`src/rtl/hc32_share_arb.sv`:
```
// Round-robin arbiter that time-shares one external 74HC32 quad OR gate among
// N_REQ requesters: grant, drive operands, settle, capture Y, acknowledge.
module hc32_share_arb #(
    parameter int N_REQ      = 4,
    parameter int WIDTH      = 4,
    parameter int SETTLE_CYC = 2
) (
    input  logic                       i_clk,
    input  logic                       i_rst_n,
    input  logic [N_REQ-1:0]           i_req,
    input  logic [N_REQ*WIDTH-1:0]     i_opa,
    input  logic [N_REQ*WIDTH-1:0]     i_opb,
    output logic [N_REQ-1:0]           o_ack,
    output logic [WIDTH-1:0]           o_result,
    output logic                       o_res_valid,
    output logic [$clog2(N_REQ)-1:0]   o_res_id,
    output logic                       o_busy,
    output logic [WIDTH-1:0]           o_or_a,
    output logic [WIDTH-1:0]           o_or_b,
    input  logic [WIDTH-1:0]           i_or_y
);

    localparam int IW = $clog2(N_REQ);
    localparam int CW = (SETTLE_CYC > 1) ? $clog2(SETTLE_CYC) : 1;

    typedef enum logic [1:0] {
        ST_IDLE  = 2'd0,
        ST_DRIVE = 2'd1,
        ST_DONE  = 2'd2
    } state_t;

    state_t              r_state;
    logic [IW-1:0]       r_ptr;
    logic [IW-1:0]       r_gnt;
    logic [CW-1:0]       r_cnt;
    logic [N_REQ-1:0]    r_ack;
    logic [WIDTH-1:0]    r_result;
    logic                r_res_valid;
    logic [IW-1:0]       r_res_id;
    logic                r_busy;
    logic [WIDTH-1:0]    r_or_a;
    logic [WIDTH-1:0]    r_or_b;

    logic                w_pick_vld;
    logic [IW-1:0]       w_pick;
    logic [IW-1:0]       w_ptr_next;
    logic [WIDTH-1:0]    w_opa_arr [N_REQ];
    logic [WIDTH-1:0]    w_opb_arr [N_REQ];

    // First requesting index at or after ptr, wrapping modulo N_REQ.
    function automatic logic [IW-1:0] rr_pick(input logic [N_REQ-1:0] req,
                                              input logic [IW-1:0]    ptr);
        logic [IW-1:0] pick;
        int            idx;
        pick = '0;
        for (int k = N_REQ - 1; k >= 0; k--) begin
            idx = (int'(ptr) + k) % N_REQ;
            if (req[idx]) begin
                pick = IW'(idx);
            end
        end
        return pick;
    endfunction

    // Unpack the flat operand buses into per-requester slices.
    always_comb begin
        for (int i = 0; i < N_REQ; i++) begin
            w_opa_arr[i] = i_opa[i*WIDTH +: WIDTH];
            w_opb_arr[i] = i_opb[i*WIDTH +: WIDTH];
        end
    end

    // Arbitration choice and the pointer value that follows the current grant.
    always_comb begin
        w_pick_vld = |i_req;
        w_pick     = rr_pick(i_req, r_ptr);
        if (r_gnt == IW'(N_REQ - 1)) begin
            w_ptr_next = '0;
        end else begin
            w_ptr_next = r_gnt + IW'(1);
        end
    end

    // Sequencer FSM with all outputs registered.
    always_ff @(posedge i_clk or negedge i_rst_n) begin
        if (!i_rst_n) begin
            r_state     <= ST_IDLE;
            r_ptr       <= '0;
            r_gnt       <= '0;
            r_cnt       <= '0;
            r_ack       <= '0;
            r_result    <= '0;
            r_res_valid <= 1'b0;
            r_res_id    <= '0;
            r_busy      <= 1'b0;
            r_or_a      <= '0;
            r_or_b      <= '0;
        end else begin
            case (r_state)
                ST_IDLE: begin
                    if (w_pick_vld) begin
                        r_gnt   <= w_pick;
                        r_or_a  <= w_opa_arr[w_pick];
                        r_or_b  <= w_opb_arr[w_pick];
                        r_cnt   <= CW'(SETTLE_CYC - 1);
                        r_busy  <= 1'b1;
                        r_state <= ST_DRIVE;
                    end else begin
                        r_or_a  <= '0;
                        r_or_b  <= '0;
                    end
                end
                ST_DRIVE: begin
                    // Operands stay put; Y is sampled only once the settle time elapses.
                    if (r_cnt == '0) begin
                        r_result    <= i_or_y;
                        r_res_id    <= r_gnt;
                        r_ack       <= {{(N_REQ-1){1'b0}}, 1'b1} << r_gnt;
                        r_res_valid <= 1'b1;
                        r_state     <= ST_DONE;
                    end else begin
                        r_cnt <= r_cnt - CW'(1);
                    end
                end
                ST_DONE: begin
                    r_ack       <= '0;
                    r_res_valid <= 1'b0;
                    r_or_a      <= '0;
                    r_or_b      <= '0;
                    r_busy      <= 1'b0;
                    r_ptr       <= w_ptr_next;
                    r_state     <= ST_IDLE;
                end
                default: begin
                    r_ack       <= '0;
                    r_res_valid <= 1'b0;
                    r_or_a      <= '0;
                    r_or_b      <= '0;
                    r_busy      <= 1'b0;
                    r_state     <= ST_IDLE;
                end
            endcase
        end
    end

    assign o_ack       = r_ack;
    assign o_result    = r_result;
    assign o_res_valid = r_res_valid;
    assign o_res_id    = r_res_id;
    assign o_busy      = r_busy;
    assign o_or_a      = r_or_a;
    assign o_or_b      = r_or_b;

endmodule

```
`config.mk`:
```
export PLATFORM = sky130hd
export DESIGN_NAME = hc32_share_arb
export DESIGN_NICKNAME = d
export VERILOG_FILES = /design/src/rtl/hc32_share_arb.sv
export SDC_FILE = /design/constraint.sdc
export NUM_CORES = 1
export LEC_CHECK = 0
export CAP_MARGIN = 20
export CORE_MARGIN = 3
export CORE_UTILIZATION = 45
export DETAILED_ROUTE_END_ITERATION = 8
export PLACE_DENSITY = 0.93
export SYNTH_ARGS = -nofsm -noshare
export SYNTH_HDL_FRONTEND = slang
export SYNTH_SLANG_ARGS = --single-unit
```
`constraint.sdc`:
```
create_clock -name i_clk -period 4.45 [get_ports i_clk]
set_input_delay 0.89 -clock i_clk [delete_from_list [all_inputs] [get_ports i_clk]]
set_output_delay 0.89 -clock i_clk [all_outputs]
set_load 0.01 [all_outputs]
```
==> results.ini <==
[worst_setup_path]
r2r_end=o_or_b[2]
crit_path_end=o_or_b[2]
cp_data_required_time_ns=4.64
critPathLaunchType=input port
cpPeakStageDelay_ns=0.81
crit_path_max_fanout=17
r2r_slack_ns=2.33
crit_arrival_ns=2.97
cp_num_cells=6
crit_family=compound AO/OA/AOI/OAI gates
end_kind=flip-flop
crit_slowest_cell=o22ai_2
cp-startpoint=i_req[0]
path_cells=clkdlybuf4s50_1, and2b_1, nor3_1, o22ai_2, mux2i_1, o221ai_1
crit_type=input port to flip-flop
r2r-start=r_ptr[0]
worstRegToRegCells=5
path_buf_inv=1

[clock_network]
cts-resized-gates=0
clk_latency_ns=0.33
cts_buffer_depth=2
htree_levels=1
root_buffer=clkbuf_4
cts.clk_slew.worst_paths_ns=0.15
cts_tree=yes
cts_made_buffers=3
cts_sinks=27
post_cts_buffers=0
cts-hold-fix-buffers=0

[sta]
slew_headroom_pct=26.4
fin_setup_tns_ns=0
fin_ws_ns=1.66
post-route-min-period_ns=2.79
period_share_pct=62.6
clock.fmax_ghz=0.359
finalSetupViolCount=0
finalClockSkew_ns=0.00616
worst_pin_slew_ns=1.10
rsz0062_at_grt=false
final-max-slew-violation-count=0
finalHoldViolCount=0

[logic_synthesis]
synth_common_cells=dfrtp_1 (27), mux2i_1 (20), nand2_1 (15)
synth_edf_count=0
synth_ff_type=dfrtp_1
netlist_area_mm2=0.00140
yosysSeqAreaShare_pct=48.2
ys_types=29
avgSynthCellArea_um2=11.6
syn-num-nets=167
yosysWarnings=0
syn_inst=121
synth_most_common_cell=dfrtp_1
synth_area_leader_cell=dfrtp_1
yosysTopAreaCellShare_pct=48.2
synth_area_leaders=dfrtp_1 (48%), mux2i_1 (14%), mux2_2 (5.6%), o221ai_1 (4.4%), nand2_1 (4.0%)
synth_seq_cells=27
async_flop_share_pct=100

[die]
die_x_um=61.8
ios=62
initial_utilization_pct=49.1
die-area_mm2=0.00382
fp.dieH_um=61.8
core_mm2=0.00285
rows=19

[flow_run]
max_cap_violations=0

[global_routing]
grt_antenna_before_repair=0
grt_first_pass_wirelength_um=5490
overflow=0
grt_pass1_vias=1224
grt_max_degree=20
grtUsageTotal_pct=19.6

[power_and_ir_drop]
p_leak_nw=0.955
irDropWorstVdd_v=0.000338
p_per_area_mw_per_mm2=585

[finish]
n_antenna_cell=0
fin_nets=227
drive_gt1_share_pct=8.89
areaGrowthSynthToFinish_pct=46.1

[place]
pre_cts_ws_ns=1.32
hpwlAfterDp_um=2840
place_congestion=0.708
portBuffers=61

[routing]
wl_per_cell_um=16.7
num_vias=1162
initialDrtViolationCount=25
drt_pass1_iterations=4
via_per_inst=5.51
postRouteWirelength_um=3520
antenna_left=0
drc_errors=0

[hold_path]
hold_class=flip-flop to flip-flop

[outcome]
status=finished clean

## how the worst min path moves through the flow
stage                           start     endpoint  cells past startpoint
after floorplan                 r_cnt   r_state[0]                      2
after global placement          r_cnt   r_state[0]                      2
after detailed placement        r_cnt   r_state[0]                      2
after CTS                       r_cnt   r_state[0]                      2
after global routing            r_cnt   r_state[0]                      2
final                     o_res_valid  o_res_valid                      1
## registers in the layout, summed over array words and instances (netlist names)
name,flops
r_gnt,2
o_busy,1
o_ack,4
o_or_b,4
r_state,2
r_cnt,1
o_res_id,2
o_res_valid,1
o_result,4
o_or_a,4
r_ptr,2
## power by group
group	switching, W	internal (W)
Clock	0.0000740	0.0000352
Combinational	0.000300	0.000352
Sequential	0.0000817	0.000356
## cell usage in the layout (no fill, tap or decap), types with 2 or more instances in the layout
cell type        Yosys  final
inv_1                8      8
dfrtp_1             27     27
clkdlybuf4s50_1      0     61
clkbuf_4             0      3
o221ai_1             7      7
ha_1                 4      4
mux2_2               7      7
nand2_1             15     15
nor2_1               6      6
o21ai_0              3      3
nor2b_1              2      2
mux2i_1             20     20
nand2b_1             2      2
## worst register-to-register path, delay by kind of cell, from the launching register on
kind,cells,cell delay [ns]
AO/OA/AOI/OAI,2,0.98
AND/OR/NAND/NOR,2,0.27
flip-flops,1,0.41
multiplexers,1,0.32
## layer usage
metal | track usage, % | up-vias | wire length [um]
met5 | 0 | - | 0
met4 | 9.70 | 0 | 68
met3 | 1.03 | 6 | 105
met2 | 35.1 | 37 | 1940
met1 | 23.9 | 572 | 1400
li1 | - | 547 | -
## area by class of cell
cell class                 instances  area (um^2)
fill                             212          806
sequential                        27          676
multi-input combinational         79          638
timing repair buffer              62          638
tap                               31         38.8
inverter                           8         30.0
clock buffer                       4         26.3
## logic make-up (layout without fill, tap and decap cells)
group | count (synthesis) | count (layout) | synth area share [%]
AND/OR/NAND/NOR | 29 | 29 | 9.20
adder cells (fa/ha/maj) | 4 | 4 | 3.57
buffers and inverters | 15 | 74 | 6.70
multiplexers | 27 | 27 | 19.9
AO/OA/AOI/OAI | 19 | 19 | 12.4
flip-flops | 27 | 27 | 48.2
## per-stage QoR
stage	utilization, %	std cells	instance area (um^2)	power [W]	hold WS (ns)
final	71.8	211	2050	0.00120	0.496
after global routing	71.8	211	2050	0.00129	0.506
after CTS	71.8	211	2050	0.00121	0.498
after detailed placement	70.8	207	2020	0.00110	0.460
after global placement	69.9	206	1990	0.00106	0.451
after floorplan	-	121	1400	0.000849	0.447
Note: power is estimated with default switching activity, not from simulation.
